## src/rtl/gate_tester.sv

```systemverilog
`default_nettype none
// ---------------------------------------------------------------------------
// gate_tester: drives the four {a,b} vectors into a 2-input gate under test,
// samples its response s and compares it with the expected function op.
// Revision: 1.0
// ---------------------------------------------------------------------------
module gate_tester #(
  parameter int SETTLE = 2
) (
  input  logic       clk,
  input  logic       rst_n,
  input  logic       start,
  input  logic [2:0] op,
  output logic       a,
  output logic       b,
  input  logic       s,
  output logic       busy,
  output logic       done,
  output logic       pass,
  output logic [3:0] resp,
  output logic [2:0] err_count
);

  typedef enum logic [1:0] {
    IDLE = 2'd0,
    RUN  = 2'd1,
    DONE = 2'd2
  } state_t;

  localparam logic [3:0] LAST = 4'(SETTLE - 1);

  state_t     state;
  logic [2:0] op_q;
  logic [1:0] idx;
  logic [3:0] cnt;
  logic       expected;

  // Expected response for the vector currently driven on {a,b}.
  always_comb begin
    expected = 1'b0;
    case (op_q)
      3'b000:  expected = a & b;
      3'b001:  expected = a | b;
      3'b010:  expected = a ^ b;
      3'b011:  expected = ~(a & b);
      3'b100:  expected = ~(a | b);
      3'b101:  expected = ~(a ^ b);
      3'b110:  expected = ~a;
      default: expected = a;
    endcase
  end

  always_ff @(posedge clk) begin
    if (!rst_n) begin
      state     <= IDLE;
      op_q      <= 3'b000;
      idx       <= 2'd0;
      cnt       <= 4'd0;
      a         <= 1'b0;
      b         <= 1'b0;
      busy      <= 1'b0;
      done      <= 1'b0;
      pass      <= 1'b0;
      resp      <= 4'd0;
      err_count <= 3'd0;
    end else begin
      done <= 1'b0;
      case (state)
        IDLE: begin
          if (start) begin
            op_q      <= op;
            resp      <= 4'd0;
            err_count <= 3'd0;
            pass      <= 1'b0;
            busy      <= 1'b1;
            a         <= 1'b0;
            b         <= 1'b0;
            idx       <= 2'd0;
            cnt       <= 4'd0;
            state     <= RUN;
          end
        end
        RUN: begin
          if (cnt == LAST) begin
            resp[idx] <= s;
            if (s != expected) begin
              err_count <= err_count + 3'd1;
            end
            cnt <= 4'd0;
            if (idx != 2'd3) begin
              idx    <= idx + 2'd1;
              {a, b} <= idx + 2'd1;
            end else begin
              // done is registered here so it is high for the DONE cycle
              idx   <= 2'd0;
              a     <= 1'b0;
              b     <= 1'b0;
              busy  <= 1'b0;
              done  <= 1'b1;
              state <= DONE;
            end
          end else begin
            cnt <= cnt + 4'd1;
          end
        end
        DONE: begin
          pass  <= (err_count == 3'd0);
          state <= IDLE;
        end
        default: state <= IDLE;
      endcase
    end
  end

endmodule
`default_nettype wire

```

## config.mk

```make
export PLATFORM = sky130hd
export DESIGN_NAME = gate_tester
export DESIGN_NICKNAME = d
export VERILOG_FILES = /design/src/rtl/gate_tester.sv
export SDC_FILE = /design/constraint.sdc
export NUM_CORES = 1
export LEC_CHECK = 0
export BUFFER_PORTS_ARGS = -buffer_cell sky130_fd_sc_hd__buf_2
export CORE_MARGIN = 8
export CORE_UTILIZATION = 54
export DETAILED_ROUTE_END_ITERATION = 10
export PLACE_DENSITY_LB_ADDON = 0.25
export SYNTH_ARGS = -nofsm -noshare
export SYNTH_HDL_FRONTEND = slang
export SYNTH_SLANG_ARGS = --single-unit
```

## constraint.sdc

```tcl
create_clock -name clk -period 2.1 [get_ports clk]
set_input_delay 0.42 -clock clk [delete_from_list [all_inputs] [get_ports clk]]
set_output_delay 0.42 -clock clk [all_outputs]
set_load 0.1 [all_outputs]
```

* Word-level counts from Yosys, hierarchy flattened
Cells that the tools add are included.
** Cells by class
- Add/subtract/negate cells :: 3
- Multipliers :: 0
- Div/mod/pow operators :: 0
- Order comparisons :: 2
- Equal/unequal tests :: 15
- Shift operators :: 0
- Muxes and demuxes :: 34
- Bitwise logic cells :: 7
- Reductions and logical operators :: 14
** Operator list (number)
- 4-bit one-hot mux with 2 select lines :: 2
- 2-bit two-way mux :: 6
- 4-bit two-way mux :: 3
- 1-bit two-way mux :: 10
- 2-bit != test (second input constant) :: 5
- 3-bit equality test (second input constant) :: 3
- 3-bit two-way mux :: 3
- 3-bit AND reduction :: 3
- 1-bit one-hot mux with 2 select lines :: 4
- 2-bit one-hot mux with 2 select lines :: 2
- 4-bit AND reduction :: 2
- 1-bit one-hot mux with 7 select lines :: 1
- 3-bit by 2-bit equality test with 1-bit output (second input constant) :: 2
- 3-bit logical NOT :: 2
- 3-bit one-hot mux with 2 select lines :: 1
- 2-bit AND reduction :: 3
- 4-bit by 1-bit adder with 4-bit output (second input constant) :: 1
- 4-bit bitwise mux :: 1
- 4-bit by 1-bit equality test with 1-bit output (second input constant) :: 1
- 1-bit inverter :: 4
- 2-bit nonzero test :: 2
- 3-bit by 1-bit adder with 3-bit output (second input constant) :: 1
- 3-bit by 1-bit equality test with 1-bit output (second input constant) :: 1
- 2-bit by 3-bit less-than comparator with 1-bit output (second input constant) :: 1
- other kinds (11) :: 11
** Word-level totals
- Register bits after elaboration :: 23
- Bits in latches :: 0
- RAM bits :: 0
- Bits in read-only memories :: 0
- Input bits :: 7
- Output and inout bits :: 12
- Logic and storage cells :: 86
- Memories kept :: 0

* Longest topological paths before layout
Gate-level depths: netlist (run 1).
- Word-level depth :: 7
- Gate-level depth with buffers :: 8
- Depth with buffers taken out :: 7

* Least setup slack after synthesis (run 1)
No wires, ideal clock.
- Path kind :: flip-flop to flip-flop
- Start point :: register a
- End point :: register err_count[0]
- Setup time :: 0.089 ns
- Arrival :: 2.568 ns
- Required time :: 2.011 ns
- Slack :: -0.556 ns
- Cell stages (with the launch flop) :: 8
- Path buffers :: 0
- Clock period less this slack :: 2.656 ns
- Path through :: dfxtp_1 inv_1 ha_1 mux2_1 o32a_1 a21o_1 and2_4 a311oi_2
** Between the ends
- Longest elaborated chain between the ends :: 6
- Elaborated cells between the ends (all ways) :: 11
- Those cells by class :: eq/ne (2); mux (1); bitwise (7); reduce/logical (1)
** RTL lines
- start: declaration :: RTL line 14 : output logic a,
- start signal: assignment :: RTL line 92 : {a, b} <= idx + 2'd1;
- 1-bit bitwise XOR, or another cell as far along :: RTL line 44, 47
- 1-bit inverter (on tied branches) :: RTL line 47, 45, 46
- 1-bit one-hot mux with 7 select lines * :: RTL line 41 : case (op_q)
- 1-bit != test * :: RTL line 86 : if (s != expected) begin
- 2-bit != test (no source line) *
- 4-bit AND reduction (no source line) *
- end signal: assignment :: RTL line 87 : err_count <= err_count + 3'd1;
- end: declaration :: RTL line 21 : output logic [2:0] err_count
Every way passes the cells marked *; elsewhere a longest branch is shown, timed or not.
A chain may end at the register's enable or synchronous reset.

* Worst setup path in the final report (run 1)
Same ends and word-level chain as after synthesis.

==> results of run 1 <==
-- area by class of cell --
cell class                      instances  area, µm²
Inverter                                6       22.5
Tap cell                               27       33.8
Multi-Input combinational cell        100        692
Clock buffer                            4       26.3
Fill cell                             162        659
Sequential cell                        21        428
Timing Repair Buffer                   22        120
-- repair_timing --
| action | 4_1_cts | 5_1_grt |
|---|---|---|
| hold buffers | 0 | 0 |
| endpoints found under the setup margin | 0 | 1 |
| resized for setup | 0 | 1 |
-- cells in the final DEF, fill, tap and decap left out, types with 2 or more instances in the layout --
cell and count:
dfxtp_1 19, buf_2 18, nor2_1 16, a21oi_1 12, nand2_1 10, ha_1 9, inv_1 6, nand2b_1 5
mux2i_1 5, nor3_1 4, nand3_1 4, o21ai_0 4, buf_4 4, nor2b_1 3, o21a_1 3, clkbuf_4 3
nand4bb_1 2, a31oi_1 2, a311oi_2 2, and3_1 2, dfxtp_4 2
-- where the power goes --
| part | leakage [µW] | total (µW) | internal, µW | switching (µW) |
|---|---|---|---|---|
| Sequential | 0.000172 | 425 | 409 | 16.1 |
| Clock | 0.0000150 | 194 | 74.1 | 120 |
| Combinational | 0.000376 | 156 | 56.5 | 99.8 |
-- flip-flops by register name (all words and copies together) (netlist names) --
name	count
pass	1
resp	4
cnt	4
done	1
b	1
state	2
a	1
busy	1
err_count	3
op_q	3
-- final timing paths --
check | startpoint | endpoint | cells after the start
worst max-delay path | a$_SDFFE_PN0P_ | err_count[0]$_SDFFE_PN0P_ | 7
worst min-delay path | op[2] | op_q[2]$_SDFFE_PN0P_ | 3
worst max register to register | a$_SDFFE_PN0P_ | err_count[0]$_SDFFE_PN0P_ | 7
worst min register to register | resp[1]$_SDFFE_PN0P_ | resp[1]$_SDFFE_PN0P_ | 2
-- metal layers --
layer | GRT usage (%) | vias up | wire length (µm)
met4 | 7.79 | 0 | 48
met3 | 3.29 | 4 | 181
li1 | - | 502 | -
met1 | 17.0 | 458 | 1120
met5 | 0 | - | 0
met2 | 22.9 | 45 | 1100
-- worst min-delay path, cell delays in order --
cell and delay (ps):
buf_2 70, mux2i_1 50, nor2_1 70
-- logic make-up (layout without fill, tap and decap cells) --
logic type,count (synthesis),after routing,synth area share [%]
AO/OA/AOI/OAI,28,28,16.7
buffers and inverters,10,32,3.49
flip-flops,21,21,36.7
adder cells (fa/ha/maj),9,9,9.83
multiplexers,7,7,6.66
AND/OR/NAND/NOR,56,56,26.6
-- through the flow --
| stage | hold slack [ps] | total power, µW | cell area (µm²) | setup WS, ps |
|---|---|---|---|---|
| 6_report | 342 | 775 | 1320 | 151 |
| 2_1_floorplan | 437 | 548 | 1150 | 25.5 |
| 4_1_cts | 338 | 781 | 1320 | 124 |
| 3_3_place_gp | 440 | 584 | 1290 | 239 |
| 5_1_grt | 363 | 819 | 1320 | 28.5 |
| 3_5_place_dp | 446 | 588 | 1290 | 163 |
==> results.ini, run 1 <==
[clocking]
worstSkewPairLatency_ps = 300
clockRootBuffer = clkbuf_4
post_cts_buffers = 0
cts.sinks = 21
cts_buffers = 3
clk_path_buf_depth = 2
cts_tree = yes
ctsHtreeMaxLevel = 1
path_clk_slew_ps = 110

[die]
coreArea_um2 = 1980
die_h_um = 62.1
rows = 16
io_pins = 19
die_x_um = 62.1
die_area_um2 = 3850
initial_core_util_pct = 57.8

[layout]
fin_nets = 170
area_growth_pct = 15.4
antennaDiodeCount = 0
instances_no_fill = 180
postLayoutCoreUtil_pct = 66.7
layout-drive-gt1-share_pct = 22.9

[drt]
wl_per_cell_um = 13.6
ant_nets = 0
vias = 1009
dr.pass1.iters = 4
viasPerCell = 5.61
drt_first_iter_violations = 29
wl_um = 2450
drc = 0

[sta]
setup_tns_ps = 0
hold_violations = 0
setup_violations = 0
worst_pin_slew_ps = 495
rsz0062_at_grt = no
fin_crit_sh_pct = 92.8
fmax_mhz = 513
post-route-min-period_ps = 1950
final_max_slew_viol_count = 0
slew_headroom_pct = 67.0
clock_skew_ps = 3.29

[worst_setup_path]
max_stage_delay_ps = 410
cp.required_ps = 2330
critPathArrivalTime_ps = 2180
crit_family = compound AO/OA/AOI/OAI gates
cp_cell_sequence = inv_1, ha_1, mux2_1, o32a_1, a21o_1, and2_4, a311oi_2
crit_fanout = 8
cpMaxStageDelayCell = dfxtp_4
worstSetupPathType = flip-flop to flip-flop
crit_buf_inv = 1
start_kind = flip-flop
r2r_setup_slack_ps = 150
end_kind = flip-flop

[synthesis]
ys_seq_elements = 21
synth_top_area_share_pct = 36.7
syn-num-nets = 147
synth_cell_types = 37
synthTopCellsByArea = dfxtp_1, ha_1, a21oi_1
netlist_top_cells_count = dfxtp_1, nor2_1, a21oi_1, nand2_1, ha_1
yosysMostFrequentCell = dfxtp_1
syn_inst = 131
synth_top_area_cell = dfxtp_1
async_flop_share_pct = 0
yosys_warnings = 0
syn_area_per_cell_um2 = 8.75
synth-edff-count = 0
yosys_most_used_dff = dfxtp_1
syn-cell-area_um2 = 1150
synth_seq_area_share_pct = 36.7

[placement]
gp_congestion = 0.855
dp_hpwl_um = 1880
dp_cells = 176
port_buffers = 18

[grt]
grt_pass1_vias = 962
antenna_found_initial = 0
grt_max_degree = 16
grt_pass1_wl_um = 4040
grt_usage_pct = 14.2
grt_overflow = 0

[run]
maxCapViolations = 0

[status]
status = finished clean

[pwr]
power_density_nw_per_um2 = 586
ir_drop_mv = 0.467
p_leak_uw = 0.000563

[hold_path]
hp-class = primary input to flip-flop

(Power assumes the default switching activity.)
==> run 2, diff against run 1 <==
Settings changed: ABC_AREA set to 1.
==> run 2 against run 1 <==
Net effect:
- die area is 2.0% lower
- area after synthesis is 2.6% lower
- utilization is 2.8 points lower
- count of clock-buffer cells in the layout is 1 lower
- highest routed layer unchanged
==> results.ini, run 2 <==
[layout]
reg_top3 = cnt x4, resp x4
final_common_cell = nand2_1
layout-drive-gt1-share_pct = 18.2
layout_common_cells = nand2_1, inv_1, a21oi_1, dfxtp_1, buf_2
area_growth_pct = 12.3
instances_no_fill = 197
fin_nets = 187
antennaDiodeCount = 0
fillCellCount = 198

[hold_path]
hp-class = primary input to flip-flop

[worst_setup_path]
crit_buf_inv = 1
worstSetupPathType = flip-flop to flip-flop
start_kind = flip-flop
max_stage_delay_ps = 410
crit_family = simple AND/OR/NAND/NOR gates
cp.required_ps = 2330
critPathArrivalTime_ps = 1920
cpMaxStageDelayCell = dfxtp_2
crit_fanout = 7
end_kind = flip-flop
cp_cell_sequence = inv_1, ha_1, nand2_1, nand3_1, nand3_1, nand2_1, nand2_1, nand3_1, a21oi_1, nor2_1

[synthesis]
netlist_top_cells_count = nand2_1, dfxtp_1, a21oi_1, inv_1, nand3_1
synth_seq_area_share_pct = 37.7
yosysMostFrequentCell = nand2_1
async_flop_share_pct = 0
synth_cell_types = 21
synthTopCellsByArea = dfxtp_1, ha_1, nand2_1
synth_top_area_cell = dfxtp_1
syn_inst = 151
yosys_most_used_dff = dfxtp_1
syn_area_per_cell_um2 = 7.39
yosys_warnings = 0
synth-edff-count = 0
syn-num-nets = 167
syn-cell-area_um2 = 1120
synth_top_area_share_pct = 37.7
ys_seq_elements = 21

[sta]
rsz0062_at_grt = no
setup_tns_ps = 0
slew_headroom_pct = 67.4
clock_skew_ps = 3.75
worst_pin_slew_ps = 493
hold_violations = 0
fin_crit_sh_pct = 80.8
setup_violations = 0
post-route-min-period_ps = 1700
fmax_mhz = 589
final_max_slew_viol_count = 0
hold_ws_ps = 375

[die]
initial_core_util_pct = 56.9
die_area_um2 = 3780
die_x_um = 61.5
io_pins = 19
die_h_um = 61.5
coreArea_um2 = 1960
rows = 16

[clocking]
path_clk_slew_ps = 130
ctsHtreeMaxLevel = 1
post_cts_buffers = 0
cts_buffers = 3
cts_resized = 0
cts_tree = yes
cts.sinks = 21
worstSkewPairLatency_ps = 320
clockRootBuffer = clkbuf_4
hold_buffers = 0
clk_path_buf_depth = 2

[grt]
grt_pass1_wl_um = 4140
antenna_found_initial = 0
grt_pass1_vias = 970
grt_overflow = 0
grt_usage_pct = 14.4
grt_max_degree = 16

[placement]
gp_congestion = 0.924
dp_cells = 193
dp_hpwl_um = 1750
port_buffers = 18

[run]
maxCapViolations = 0

[pwr]
power_density_nw_per_um2 = 956
p_leak_uw = 0.000592
ir_drop_mv = 0.655

[drt]
dr.pass1.iters = 4
viasPerCell = 5.22
drt_first_iter_violations = 25
wl_um = 2420
drc = 0
wl_per_cell_um = 12.3
ant_nets = 0
vias = 1028

[status]
status = finished clean

[run 2: changes by cell type after synthesis, moves of 3 or more]
cell | previous run | this run
nand2_1 | 10 | 29
a21oi_1 | 12 | 20
nor2_1 | 16 | 9
o21a_1 | 3 | 0
mux2i_1 | 5 | 0
o21ai_0 | 4 | 10
nand2b_1 | 5 | 0
inv_1 | 6 | 20
nor3_1 | 4 | 0
nand3_1 | 4 | 14
nor2b_1 | 3 | 0
nand2_4 | 0 | 3
[run 2: routing by layer]
layer  vias to the layer above  global-route usage [%]  share of wire, %  wire, µm
met5                         -                       0                 0         0
met2                        22                    25.4                47      1140
met3                         6                    5.85               6.0       145
met1                       470                    15.4                45      1090
met4                         0                    4.22               1.6        38
li1                        530                       -                 -         -
[run 2: worst paths after layout]
check | start | endpoint | slack [ps] | cells after the start
worst max-delay path | a$_SDFFE_PN0P_ | err_count[0]$_SDFFE_PN0P_ | 400 | 10
worst min-delay path | op[0] | op_q[0]$_SDFFE_PN0P_ | 380 | 3
worst max register to register | a$_SDFFE_PN0P_ | err_count[0]$_SDFFE_PN0P_ | 400 | 10
worst min register to register | resp[2]$_SDFFE_PN0P_ | resp[2]$_SDFFE_PN0P_ | 470 | 2
[run 2: tightest hold or removal path, stage by stage]
cell	delay, ps
buf_2	70
o21ai_0	70
a21oi_1	100
[run 2: kinds of logic after synthesis]
family | after synthesis | synth area share, %
adder cells (fa/ha/maj) | 9 | 10.1
AND/OR/NAND/NOR | 63 | 27.1
buffers and inverters | 25 | 9.53
flip-flops | 21 | 37.7
AO/OA/AOI/OAI | 32 | 14.8
XOR/XNOR | 1 | 0.785
[run 2: cell type report]
class,instances,area (µm²),area share [%]
Clock inverter,1,7.51,0.599
Timing Repair Buffer,18,90.1,7.19
Inverter,22,87.6,6.99
Sequential cell,21,423,33.7
Clock buffer,3,22.5,1.80
Tap cell,27,33.8,2.69
Multi-Input combinational cell,105,589,47.0
[run 2: power by group]
group | internal, µW | switching (µW)
combinational | 119 | 385
sequential | 442 | 42.1
clock | 72.8 | 138
[run 2: through the flow]
step | instance area, µm² | setup slack (ps) | power [µW] | utilization (%)
after global placement | 1220 | 500 | 987 | 62.4
final | 1250 | 403 | 1200 | 63.9
after global routing | 1250 | 243 | 1270 | 63.9
after floorplan | 1120 | 119 | 916 | -
after CTS | 1250 | 400 | 1210 | 63.9
after detailed placement | 1220 | 439 | 995 | 62.4
